File: src/rtl/taxi_qsfp_mgmt_ctrl.sv
// taxi_qsfp_mgmt_ctrl: QSFP28 presence debounce, timed power-up sequencing and MAC lane gating
module taxi_qsfp_mgmt_ctrl #(
  parameter int CNT             = 4,
  parameter int DEBOUNCE_CYCLES = 1250,
  parameter int RESET_CYCLES    = 1250,
  parameter int INIT_CYCLES     = 250000000
) (
  input  logic           clk,
  input  logic           rst_n,
  input  logic           enable,
  input  logic           restart,
  input  logic [CNT-1:0] lane_enable,
  input  logic           qsfp_modprsl,
  input  logic           qsfp_intl,
  input  logic [CNT-1:0] rx_status,
  output logic           qsfp_resetl,
  output logic           qsfp_lpmode,
  output logic           qsfp_modsell,
  output logic           mac_rst,
  output logic [CNT-1:0] cfg_tx_enable,
  output logic [CNT-1:0] cfg_rx_enable,
  output logic [CNT-1:0] link_up,
  output logic           present,
  output logic           int_event,
  output logic [2:0]     state
);
  localparam int RC = (RESET_CYCLES < 1) ? 1 : RESET_CYCLES;
  localparam int IC = (INIT_CYCLES < 1) ? 1 : INIT_CYCLES;
  localparam int MX = (RC > IC) ? RC : IC;
  localparam int TW = $clog2(MX + 1);
  localparam int DB = (DEBOUNCE_CYCLES < 1) ? 1 : DEBOUNCE_CYCLES;
  localparam int DW = $clog2(DB + 1);
  localparam logic [TW-1:0] R_LOAD = TW'(RC - 1);
  localparam logic [TW-1:0] I_LOAD = TW'(IC - 1);
  typedef enum logic [2:0] {
    S_DISABLED = 3'd0,
    S_ABSENT   = 3'd1,
    S_RESET    = 3'd2,
    S_INIT     = 3'd3,
    S_ACTIVE   = 3'd4
  } state_t;
  state_t          state_q, state_d;
  logic [TW-1:0]   timer_q, timer_d;
  logic [1:0]      modprsl_sync_q, intl_sync_q;
  logic [CNT-1:0]  rx_sync0_q, rx_sync1_q;
  logic            intl_prev_q;
  logic            modprsl_s, intl_s;
  logic [DW-1:0]   db_cnt_q, db_cnt_d, db_inc;
  logic            present_q, present_d;
  logic            resetl_q, resetl_d, lpmode_q, lpmode_d, modsell_q, modsell_d;
  logic            mac_rst_q, mac_rst_d, int_q, int_d;
  logic [CNT-1:0]  en_q, en_d, link_q, link_d;
  logic            act_d, up_d;
  assign modprsl_s = modprsl_sync_q[1];
  assign intl_s    = intl_sync_q[1];
  // synchronisers idle at the inactive level so reset never looks like an insert or interrupt
  always_ff @(posedge clk or negedge rst_n) begin
    if (!rst_n) begin
      modprsl_sync_q <= 2'b11;
      intl_sync_q    <= 2'b11;
      intl_prev_q    <= 1'b1;
      rx_sync0_q     <= '0;
      rx_sync1_q     <= '0;
    end else begin
      modprsl_sync_q <= {modprsl_sync_q[0], qsfp_modprsl};
      intl_sync_q    <= {intl_sync_q[0], qsfp_intl};
      intl_prev_q    <= intl_s;
      rx_sync0_q     <= rx_status;
      rx_sync1_q     <= rx_sync0_q;
    end
  end
  assign db_inc = db_cnt_q + 1'b1;
  always_comb begin
    present_d = present_q;
    db_cnt_d  = '0;
    if (modprsl_s == present_q) begin
      if (db_inc == DW'(DB)) present_d = !present_q;
      else db_cnt_d = db_inc;
    end
  end
  always_ff @(posedge clk or negedge rst_n) begin
    if (!rst_n) begin
      db_cnt_q  <= '0;
      present_q <= 1'b0;
    end else begin
      db_cnt_q  <= db_cnt_d;
      present_q <= present_d;
    end
  end
  always_ff @(posedge clk or negedge rst_n) begin
    if (!rst_n) begin
      state_q <= S_DISABLED;
      timer_q <= '0;
    end else begin
      state_q <= state_d;
      timer_q <= timer_d;
    end
  end
  always_comb begin
    state_d = state_q;
    timer_d = ((state_q == S_RESET || state_q == S_INIT) && timer_q != '0) ? timer_q - 1'b1 : timer_q;
    if (!enable) begin
      state_d = S_DISABLED;
    end else if (!present_q && state_q != S_DISABLED) begin
      state_d = S_ABSENT;
    end else if (restart && (state_q == S_RESET || state_q == S_INIT || state_q == S_ACTIVE)) begin
      state_d = S_RESET;
      timer_d = R_LOAD;
    end else begin
      case (state_q)
        S_DISABLED: state_d = S_ABSENT;
        S_ABSENT: begin
          state_d = S_RESET;
          timer_d = R_LOAD;
        end
        S_RESET: if (timer_q == '0) begin
          state_d = S_INIT;
          timer_d = I_LOAD;
        end
        S_INIT:   state_d = (timer_q == '0) ? S_ACTIVE : S_INIT;
        S_ACTIVE: state_d = S_ACTIVE;
        default:  state_d = S_DISABLED;
      endcase
    end
  end
  // pins are decoded from the next state so they move on the same edge as state
  always_comb begin
    act_d     = (state_d == S_ACTIVE);
    up_d      = act_d || (state_d == S_INIT);
    resetl_d  = up_d;
    lpmode_d  = !act_d;
    modsell_d = !up_d;
    mac_rst_d = !act_d;
    en_d      = act_d ? lane_enable : '0;
    link_d    = act_d ? (rx_sync1_q & lane_enable) : '0;
    int_d     = act_d && intl_prev_q && !intl_s;
  end
  always_ff @(posedge clk or negedge rst_n) begin
    if (!rst_n) begin
      resetl_q  <= 1'b0;
      lpmode_q  <= 1'b1;
      modsell_q <= 1'b1;
      mac_rst_q <= 1'b1;
      en_q      <= '0;
      link_q    <= '0;
      int_q     <= 1'b0;
    end else begin
      resetl_q  <= resetl_d;
      lpmode_q  <= lpmode_d;
      modsell_q <= modsell_d;
      mac_rst_q <= mac_rst_d;
      en_q      <= en_d;
      link_q    <= link_d;
      int_q     <= int_d;
    end
  end
  assign qsfp_resetl   = resetl_q;
  assign qsfp_lpmode   = lpmode_q;
  assign qsfp_modsell  = modsell_q;
  assign mac_rst       = mac_rst_q;
  assign cfg_tx_enable = en_q;
  assign cfg_rx_enable = en_q;
  assign link_up       = link_q;
  assign present       = present_q;
  assign int_event     = int_q;
  assign state         = state_q;
endmodule

File: config.mk
export PLATFORM = sky130hd
export DESIGN_NAME = taxi_qsfp_mgmt_ctrl
export DESIGN_NICKNAME = d
export VERILOG_FILES = /design/src/rtl/taxi_qsfp_mgmt_ctrl.sv
export SDC_FILE = /design/constraint.sdc
export NUM_CORES = 1
export LEC_CHECK = 0
export CORE_MARGIN = 10
export CORE_UTILIZATION = 40
export CTS_CLUSTER_DIAMETER = 150
export DETAILED_ROUTE_END_ITERATION = 16
export HOLD_SLACK_MARGIN = 0.08
export MAX_ROUTING_LAYER = met4
export PLACE_DENSITY_LB_ADDON = 0.12
export SLEW_MARGIN = 0
export SYNTH_ARGS = -nofsm -noshare
export SYNTH_HDL_FRONTEND = slang
export SYNTH_SLANG_ARGS = --single-unit
export TNS_END_PERCENT = 50
File: constraint.sdc
create_clock -name clk -period 7.4 [get_ports clk]
set_clock_uncertainty 0.2 [all_clocks]
set_input_delay 1.48 -clock clk [delete_from_list [all_inputs] [get_ports clk]]
set_output_delay 1.48 -clock clk [all_outputs]
set_load 0.05 [all_outputs]
# --- Yosys cells after proc, flatten, opt, wreduce, memory -nomap -nowiden ---
# Index checks and enable logic that the tools add are counted.
totals:
  reg_bits: 68
  latchBits: 0
  ramBits: 0
  rom_bits: 0
  wordCells: 59
  n_memories: 0
op_classes:
  addsub: 2
  multipliers: 0
  n_div: 0
  n_lt_le_gt_ge: 0
  n_eq_ne: 8
  n_shift: 0
  muxes: 16
  n_bitwise: 1
  n_reduce_logical: 17
ops:
  columns: ["op", "count"]
  rows:
  - ["$mux W28", 5]
  - ["$pmux W28 S2", 1]
  - ["$logic_not A28 Y1", 1]
  - ["$reduce_bool A28 Y1", 1]
  - ["$sub A28 B1 Y28 const B", 1]
  - ["$mux W11", 2]
  - ["$mux W3", 5]
  - ["$pmux W3 S5", 1]
  - ["$add A11 B1 Y11 const B", 1]
  - ["$eq A11 B11 Y1 const B", 1]
  - ["$eq A3 B2 Y1 const B", 3]
  - ["$mux W4", 2]
  - ["$eq A3 B3 Y1 const B", 2]
  - ["$logic_and A1 B1 Y1", 5]
  - ["$and A4 B4 Y4", 1]
  - ["$logic_not A1 Y1", 4]
  - ["$eq A3 B1 Y1 const B", 1]
  - ["$logic_not A3 Y1", 1]
  - ["$logic_or A1 B1 Y1", 3]
  - ["$reduce_bool A3 Y1", 1]
  - ["$reduce_and A2 Y1", 1]
  - ["$eq A1 B1 Y1", 1]

# --- Logic depth before layout (Yosys ltp) ---
# Gate-level depths: netlist of the first run.
depth:
  word_depth: 10
  mapped_depth: 9
  depth_no_buf: 8

# --- Least setup slack after synthesis of the first run ---
# No wires, ideal clock.
synth_timing:
  kind: "input-to-reg"
  startpoint: "input restart"
  endpoint: "register timer_q[12]"
  t_arrival_ps: 2424
  path_slack_ps: 4640
  path_stages: 5
  cell_sequence: "o21ai_0 a211oi_1 clkbuf_1 clkbuf_1 a21oi_1"
synth_via:
  elab_chain_len: 4
synth_lines:
  columns: ["item", "line", "source"]
  rows:
  - ["from (decl)", "11", "input logic restart,"]
  - ["$logic_and A1 B1 Y1", "106", "end else if (restart && (state_q == S_RESET || state_q == S_INIT || state_q == S_ACTIVE)) begin"]
  - ["$mux W28", "106", null]
  - ["$mux W28", "104", "end else if (!present_q && state_q != S_DISABLED) begin"]
  - ["$mux W28", "102", "if (!enable) begin"]
  - ["via timer_d[12]", "43", "logic [TW-1:0] timer_q, timer_d;"]
  - ["to (signal assigned)", "96", "timer_q <= timer_d;"]
  - ["to (decl)", "43", null]
# The timed path passes the listed nets, and every way through them passes these cells.
# A chain may end at the register's enable or synchronous reset.

# --- Worst setup path after layout of the first run ---
layout_timing:
  startpoint: "input enable"
  endpoint: "register timer_q[14]"
layout_via:
  elab_chain_len: 1
layout_lines:
  columns: ["item", "line", "source"]
  rows:
  - ["from (decl)", "10", "input logic enable,"]
  - ["$mux W28", "102", null]
  - ["via timer_d[14]", "43", null]
# The timed path passes the listed nets, and every way through them passes these cells.

==> results of run 1 <==
[layer usage]
| layer | GRT usage | wire length [um] |
|---|---|---|
| met1 | 0.137 | 3050 |
| met2 | 0.165 | 2770 |
| met3 | 0.0322 | 348 |
| met4 | 0.0706 | 66 |
| met5 | - | 0 |
[synth_stat cells (all sizes together) (3+ instances only)]
cell type / n / area, um2
nand2: 20 / 75.1
o31ai: 4 / 40.0
or2: 3 / 18.8
ha: 3 / 37.5
nor2: 33 / 131
a21oi: 17 / 85.1
clkbuf: 7 / 36.3
xnor2: 21 / 184
buf: 10 / 76.3
xor2: 16 / 140
inv: 10 / 37.5
nand4: 6 / 37.5
nor3b: 3 / 22.5
a31oi: 5 / 31.3
dfrtp: 61 / 1530
nor4: 7 / 65.1
and3: 6 / 37.5
dfstp: 7 / 184
o21ai: 6 / 30.0
nand3: 9 / 45.0
nor3: 14 / 75.1
nand2b: 7 / 43.8
or4: 4 / 33.8
and2: 5 / 31.3
[cell usage in the layout (no fill, tap or decap), types with 3 or more instances in the layout]
master and count:
a31oi_1 5, or2_2 3, buf_4 3, a21oi_1 17, dfrtp_1 61, nand2_1 20, clkbuf_8 9, and3_1 6
o21ai_0 5, nand4_1 6, dfstp_2 7, nor2_1 32, xor2_1 16, clkinvlp_4 3, nor3b_1 3, and2_1 5
nand2b_1 7, nand3_1 9, inv_1 10, clkdlybuf4s50_1 33, nor3_1 13, nor4_1 5, ha_1 3, xnor2_1 21
or4_1 3
[worst max-delay path by stage]
stage	start	end
global placement	enable	timer_q[24]
global route	enable	timer_q[8]
finish	enable	timer_q[14]
CTS	state[0]	state[0]
detailed placement	enable	timer_q[14]
floorplan	restart	timer_q[12]
[cell families after synthesis]
kind of cell,after synthesis,synth area share
flops,68,0.530
buf+inv,27,0.0466
fa+ha+maj,3,0.0116
simple gates,130,0.224
xor+xnor,37,0.101
mux,1,0.00310
compound gates,42,0.0842
[where the power goes]
part | leakage, nW | switching (mW) | internal (mW)
Clock | 0.0844 | 0.154 | 0.126
Sequential | 0.828 | 0.0279 | 0.400
Combinational | 0.560 | 0.0444 | 0.0393
Total | 1.47 | 0.227 | 0.565
[layout make-up]
class	instances	area, um2
clock buffer	9	124
tap	102	128
sequential	68	1710
clock inverter	7	60.1
timing repair buffer	37	358
fill	746	3980
multi-input combinational	213	1370
inverter	10	37.5
[flip-flops by register name, summed over array words and instances, names as in the netlist]
name,count
cfg_rx_enable,4
db_cnt_q,11
int_event,1
intl_prev_q,1
intl_sync_q,2
link_up,4
mac_rst,1
modprsl_sync_q,2
present,1
qsfp_modsell,1
qsfp_resetl,1
rx_sync0_q,4
rx_sync1_q,4
state,3
timer_q,28
[stage by stage]
stage	total power, mW	instances	instance area [um2]	hold WS, ns
after global placement	0.516	430	3600	0.135
after global routing	0.842	446	3790	0.158
final	0.792	446	3790	0.153
after floorplan	0.485	308	3220	0.131
after CTS	0.809	446	3790	0.153
after detailed placement	0.519	430	3600	0.136
[worst max-delay path: stages]
cell and delay, ns:
clkdlybuf4s50_1 0.51, o21ai_0 0.17, nor2_1 0.17, nand3_1 0.59
nand2b_1 0.50, nor2_1 0.09
==> impl_metrics.py, run 1 <==
metrics = {
    "synthesis": {
        "synth_flop_cell": "dfrtp_1",
        "syn-num-nets": 325,
        "netlist_instances": 308,
        "synth_edf_count": 0,
        "synth_async_sr_flop_share": 1.00,
        "avgSynthCellArea_um2": 10.5,
        "synth_area_um2": 3220,
        "yosysUniqueCellTypes": 53,
        "seq_area_frac_synth": 0.530,
        "synth-seq-cells": 68,
        "yosys_warnings": 0,
    },
    "layout": {
        "area_growth_pct": 17.4,
        "finalNetCount": 356,
        "utilization": 0.487,
        "insertedDiodeCount": 0,
        "drive_gt1_frac": 0.125,
    },
    "timing": {
        "drv_slew": 0,
        "hold_viol_final": 0,
        "fmax_mhz": 288,
        "finalSetupViolCount": 0,
        "tightestPinTransition_ns": 0.835,
        "rsz0062_at_grt": "false",
        "finalCritPeriodShare": 0.469,
        "setup-tns-final_ns": 0,
        "fin_ws_ns": 3.93,
        "min_period_ns": 3.47,
        "relSlewSlack": 0.443,
    },
    "clock_network": {
        "cts_htree_levels": 3,
        "post-cts-setup-buffers": 0,
        "cts_root_buf": "clkbuf_8",
        "cts_num_sinks": 68,
        "cts_tree": "done",
        "clk_latency_ns": 0.36,
        "cts_resized": 0,
        "cts.path.max_buffers": 2,
        "cts_hold_buf": 0,
        "path_clk_slew_ns": 0.08,
        "cts_buffers": 9,
    },
    "detailed_routing": {
        "totalWireLength_um": 6240,
        "drt_iter0_markers": 141,
        "drc": 0,
        "vias": 2258,
        "via_per_inst": 5.06,
        "final_antenna_net_count": 0,
        "wl_per_cell_um": 14.0,
        "drt_pre_antenna_iters": 4,
    },
    "floorplanning": {
        "core_area_um2": 7770,
        "ios": 35,
        "fp.dieH_um": 110,
        "die_w_um": 110,
        "initial_core_util": 0.415,
        "die_area_um2": 12100,
        "rows": 32,
    },
    "pwr": {
        "p_per_area_nw_per_um2": 209,
        "ir_drop_mv": 0.0841,
        "p_leak_nw": 1.47,
    },
    "grt": {
        "overflow": 0,
        "grt_start_max_net_pins": 69,
        "antenna_found_initial": 0,
        "grt_pass1_vias": 2204,
        "grt_first_pass_wirelength_um": 10400,
        "track_usage": 0.114,
    },
    "setup_path": {
        "cp-end-kind": "flop",
        "critPathKind": "input port to flop",
        "crit_required_ns": 7.43,
        "r2r_slack_ns": 4.03,
        "crit_arrival_ns": 3.51,
        "regToRegStartpoint": "timer_q[5]",
        "crit_fanout": 17,
        "cp-start-kind": "input port",
        "reg2regPathDepth": 6,
        "rr_endpoint": "timer_q[14]",
    },
    "hold_path": {
        "hp-class": "flop to flop",
        "hold_start": "rx_sync0_q[1]",
        "min_to": "rx_sync1_q[1]",
        "worstHoldPathCells": 0,
    },
    "place": {
        "place_ws_ns": 3.59,
        "hpwl_um": 4200,
        "gp_congestion": 0.816,
        "port_buffers": 34,
    },
    "status": {
        "outcome": "complete, no violations",
    },
    "job": {
        "cap_viol_max_count": 0,
    },
}
No activity file was read; power rests on OpenSTA's default activity.
==> run 2, diff against run 1 <==
==> constraint.sdc (replaced) <==
create_clock -name clk -period 2.8 [get_ports clk]
set_clock_uncertainty 0.2 [all_clocks]
set_input_delay 0.56 -clock clk [delete_from_list [all_inputs] [get_ports clk]]
set_output_delay 0.56 -clock clk [all_outputs]
set_load 0.05 [all_outputs]
==> run 2 against run 1 <==
Combinational power rose to 2.7 times the previous value. Worst setup slack lost 3.8 ns. Hold slack about the same. Flip-flop and latch count stayed put. Global-route usage increased by 0.35 points. Largest cell class unchanged. Highest routed layer unchanged.
==> impl_metrics.py, run 2 (synthesis gave the netlist of run 1 again) <==
metrics = {
    "status": {
        "outcome": "complete, no violations",
    },
    "clock_network": {
        "path_clk_slew_ns": 0.08,
        "cts_root_buf": "clkbuf_8",
        "cts_tree": "done",
        "clk_latency_ns": 0.34,
        "cts.path.max_buffers": 2,
        "cts_htree_levels": 3,
        "cts_buffers": 9,
        "post-cts-setup-buffers": 0,
        "cts_num_sinks": 68,
    },
    "setup_path": {
        "slowest_stage": "or4_1",
        "crit_required_ns": 2.87,
        "cp-end-kind": "flop",
        "crit_arrival_ns": 2.72,
        "crit_path_max_incr_delay_ns": 0.62,
        "critPathKind": "flop to flop",
        "critPathTopFamily": "simple AND/OR/NAND/NOR gates",
        "path_buf_inv": 0,
        "cp-start-kind": "flop",
        "cp-startpoint": "timer_q[5]",
        "crit_chain": "or4_1 -> or4_4 -> or4_1 -> a21oi_1 -> a31oi_1 -> o22ai_2",
        "crit_fanout": 4,
        "regToRegStartpoint": "timer_q[5]",
        "crit_top_cell": "or4_1",
    },
    "grt": {
        "overflow": 0,
        "grt_pass1_vias": 2223,
        "grt_start_max_net_pins": 44,
        "track_usage": 0.117,
        "grt_first_pass_wirelength_um": 10900,
        "antenna_found_initial": 0,
    },
    "floorplanning": {
        "rows": 32,
        "die_area_um2": 12100,
        "fp.dieH_um": 110,
        "initial_core_util": 0.415,
        "die_w_um": 110,
        "core_area_um2": 7770,
        "ios": 35,
    },
    "timing": {
        "hold_viol_final": 0,
        "fmax_mhz": 377,
        "rsz0062_at_grt": "false",
        "min_period_ns": 2.65,
        "finalCritPeriodShare": 0.947,
        "setup-tns-final_ns": 0,
        "tightestPinTransition_ns": 0.667,
        "drv_slew": 0,
        "finalSetupViolCount": 0,
        "relSlewSlack": 0.553,
    },
    "layout": {
        "final_common_cell": "dfrtp_1",
        "layout_common_cells": "dfrtp_1 (61), clkdlybuf4s50_1 (33), nor2_1 (31)",
        "reg_top3": "timer_q: 28 flops, db_cnt_q: 11 flops",
        "n_fill_cell": 720,
        "finalNetCount": 368,
        "area_growth_pct": 21.9,
        "largest_register_ff_count": 28,
        "drive_gt1_frac": 0.160,
        "final-instance-count-excl-fill": 458,
        "largest-register": "timer_q",
        "insertedDiodeCount": 0,
    },
    "detailed_routing": {
        "via_per_inst": 5.09,
        "totalWireLength_um": 6550,
        "drt_iter0_markers": 96,
        "drc": 0,
        "wl_per_cell_um": 14.3,
        "vias": 2330,
        "final_antenna_net_count": 0,
        "drt_pre_antenna_iters": 4,
    },
    "place": {
        "place_inst": 441,
        "gp_congestion": 0.784,
        "port_buffers": 34,
        "hpwl_um": 4620,
    },
    "pwr": {
        "p_per_area_nw_per_um2": 562,
        "p_leak_nw": 1.55,
        "finalPower_mw": 2.21,
        "ir_drop_mv": 0.248,
    },
    "hold_path": {
        "hold_start": "rx_sync0_q[1]",
        "hp-class": "flop to flop",
    },
    "job": {
        "cap_viol_max_count": 0,
    },
}
run 2: stage by stage:
stage                      util  hold WS, ns  worst slack, ns  instance area (um2)
after global placement    0.476        0.135            0.149                 3700
after CTS                 0.504        0.154           0.0927                 3920
after floorplan               -       0.0644            0.241                 3220
final                     0.506        0.153            0.148                 3930
after detailed placement  0.476        0.135            0.107                 3700
after global routing      0.506        0.156           0.0389                 3930
run 2: timing repair:
| action | 4_1_cts | 5_1_grt |
|---|---|---|
| resized for setup | 0 | 3 |
| endpoints found under the hold margin | 24 | 0 |
| setup endpoints to repair | 0 | 4 |
| hold buffers | 1 | 0 |
run 2: area by class of cell:
class / count / area, um2 / share of cell area
clock inverter: 6 / 72.6 / 0.0185
clock buffer: 10 / 138 / 0.0350
inverter: 10 / 37.5 / 0.00955
sequential: 68 / 1710 / 0.435
multi-input combinational: 213 / 1380 / 0.351
tap: 102 / 128 / 0.0325
timing repair buffer: 49 / 463 / 0.118
run 2: layer usage:
layer	share of wire	up-vias	global-route usage
met3	0.051	8	0.0339
met2	0.46	42	0.169
met5	0	-	-
met1	0.48	1135	0.152
met4	0.012	0	0.0474
li1	-	1145	-
run 2: worst paths after layout:
path                                      to  slack (ns)  cells after the start
min in group asynchronous   cfg_rx_enable[2]        0.56                      2
max in group asynchronous  modprsl_sync_q[1]        1.14                      3
setup / recovery                    state[0]        0.15                      6
hold / removal                 rx_sync1_q[1]        0.15                      0
hold reg to reg                rx_sync1_q[1]        0.15                      0
setup reg to reg                    state[0]        0.15                      6
run 2: where the power goes:
group | internal (mW) | total [mW] | switching, mW
registers | 1.06 | 1.13 | 0.0757
clock network | 0.443 | 0.847 | 0.404
logic | 0.110 | 0.229 | 0.119
==> run 3, diff against run 2 <==
--- a/config.mk
+++ b/config.mk
@@ -7,10 +7,8 @@
 export LEC_CHECK = 0
 export CORE_MARGIN = 10
 export CORE_UTILIZATION = 40
-export CTS_CLUSTER_DIAMETER = 150
 export DETAILED_ROUTE_END_ITERATION = 16
 export HOLD_SLACK_MARGIN = 0.08
-export MAX_ROUTING_LAYER = met4
 export PLACE_DENSITY_LB_ADDON = 0.12
 export SLEW_MARGIN = 0
 export SYNTH_ARGS = -nofsm -noshare
==> run 3 against run 2 <==
First-iteration DRC count down 17%. Clock power about the same. Hold slack worse by 0.00066 ns. Sequential share of layout area unchanged. Non-clock buffer count unchanged. Sequential power about the same. Register-to-register slack about the same. Wire length up 0.34%. Total power up 0.12%. Combinational power about the same. Final area unchanged.
==> impl_metrics.py, run 3 (synthesis gave the netlist of run 1 again) <==
metrics = {
    "hold_path": {
        "hold_start": "rx_sync0_q[1]",
        "min_to": "rx_sync1_q[1]",
        "worstHoldPathCells": 0,
        "hp-class": "flop to flop",
    },
    "clock_network": {
        "cts_buffers": 9,
        "cts_htree_levels": 3,
        "cts.path.max_buffers": 2,
        "cts_num_sinks": 68,
        "clk_latency_ns": 0.35,
        "cts_tree": "done",
        "path_clk_slew_ns": 0.08,
        "cts_root_buf": "clkbuf_8",
    },
    "layout": {
        "final_common_cell": "dfrtp_1",
        "finalNetCount": 368,
        "largest-register": "timer_q",
        "utilization": 0.506,
        "layout_common_cells": "dfrtp_1 (61), clkdlybuf4s50_1 (33), nor2_1 (31)",
        "insertedDiodeCount": 0,
        "largest_register_ff_count": 28,
        "reg_top3": "timer_q: 28 flops, db_cnt_q: 11 flops",
        "drive_gt1_frac": 0.160,
        "n_fill_cell": 720,
        "area_growth_pct": 21.9,
        "final_cell_area_um2": 3930,
        "final-instance-count-excl-fill": 458,
    },
    "timing": {
        "min_period_ns": 2.65,
        "finalCritPeriodShare": 0.947,
        "fmax_mhz": 377,
        "setup-tns-final_ns": 0,
        "relSlewSlack": 0.549,
        "finalSetupViolCount": 0,
        "tightestPinTransition_ns": 0.673,
        "drv_slew": 0,
        "hold_viol_final": 0,
        "rsz0062_at_grt": "false",
    },
    "setup_path": {
        "reg2regPathDepth": 6,
        "regToRegStartpoint": "timer_q[5]",
        "crit_fanout": 4,
        "crit_arrival_ns": 2.73,
        "crit_chain": "or4_1 -> or4_4 -> or4_1 -> a21oi_1 -> a31oi_1 -> o22ai_2",
        "crit_path_max_incr_delay_ns": 0.62,
        "critPathKind": "flop to flop",
        "crit_top_cell": "or4_1",
        "cp-end-kind": "flop",
        "cp-start-kind": "flop",
        "rr_endpoint": "state[0]",
        "slowest_stage": "or4_1",
        "r2r_slack_ns": 0.15,
        "crit_required_ns": 2.88,
    },
    "detailed_routing": {
        "drt_pre_antenna_iters": 4,
        "met3_length_um": 311,
        "vias": 2331,
        "wl_met2_um": 3030,
        "via_per_inst": 5.09,
        "final_antenna_net_count": 0,
        "wl_per_cell_um": 14.4,
        "wl_met1_um": 3160,
        "drc": 0,
        "highest_layer": "met4",
        "drt_iter0_markers": 80,
        "totalWireLength_um": 6580,
    },
    "grt": {
        "antenna_found_initial": 0,
        "grt_start_max_net_pins": 44,
        "grt_pass1_vias": 2227,
        "grt_first_pass_wirelength_um": 10900,
        "overflow": 0,
        "track_usage": 0.115,
    },
    "floorplanning": {
        "fp.dieH_um": 110,
        "core_area_um2": 7770,
        "ios": 35,
        "initial_core_util": 0.415,
        "rows": 32,
        "die_area_um2": 12100,
        "die_w_um": 110,
    },
    "job": {
        "cap_viol_max_count": 0,
    },
    "place": {
        "place_inst": 441,
        "dpl_cell_area_um2": 3700,
        "hpwl_um": 4620,
        "gp_congestion": 0.774,
        "port_buffers": 34,
    },
    "pwr": {
        "p_leak_nw": 1.55,
        "ir_drop_mv": 0.247,
        "p_per_area_nw_per_um2": 562,
    },
    "status": {
        "outcome": "complete, no violations",
    },
}
-- run 3: what timing repair did --
item / CTS / global route
resized for setup: 0 / 3
setup endpoints to repair: 0 / 4
setup buffers: 0 / 0
endpoints found under the hold margin: 24 / 0
hold buffers: 1 / 0
-- run 3: how the worst max path moves through the flow --
| stage | start | to | slack, ns | depth (start not counted) |
|---|---|---|---|---|
| 3_5_place_dp | timer_q[4] | timer_q[6] | 0.11 | 6 |
| 6_report | timer_q[5] | state[0] | 0.15 | 6 |
| 3_3_place_gp | timer_q[5] | timer_q[27] | 0.15 | 6 |
| 2_1_floorplan | timer_q[5] | state[0] | 0.24 | 7 |
| 4_1_cts | timer_q[4] | timer_q[6] | 0.09 | 6 |
| 5_1_grt | timer_q[5] | link_up[3] | 0.04 | 7 |
-- run 3: area by class of cell --
cell class / instances / area [um2] / share of cell area
sequential: 68 / 1710 / 0.435
multi-input combinational: 213 / 1380 / 0.351
timing repair buffer: 49 / 463 / 0.118
clock buffer: 10 / 138 / 0.0350
tap: 102 / 128 / 0.0325
clock inverter: 6 / 72.6 / 0.0185
inverter: 10 / 37.5 / 0.00955
-- run 3: through the flow --
step,worst slack [ns],hold slack (ns),power [mW]
after floorplan,0.241,0.0644,1.28
after global routing,0.0408,0.156,2.34
after CTS,0.0927,0.154,2.24
after global placement,0.149,0.135,1.37
final,0.149,0.152,2.21
after detailed placement,0.107,0.135,1.38
-- run 3: worst max-delay path, delay by kind of cell, from the launching register on --
family | cells | cell delay [ns]
flip-flops | 1 | 0.41
AND/OR/NAND/NOR | 3 | 1.63
AO/OA/AOI/OAI | 3 | 0.33
-- run 3: per-layer routing --
layer / track usage / up-vias
met5: 0 / -
met4: 0.0446 / 0
met3: 0.0392 / 4
met2: 0.170 / 40
met1: 0.150 / 1142
li1: - / 1145
-- run 3: where the power goes --
group | internal (mW) | switching, mW | total, mW
Combinational | 0.110 | 0.119 | 0.229
Clock | 0.443 | 0.406 | 0.849
Sequential | 1.06 | 0.0761 | 1.13
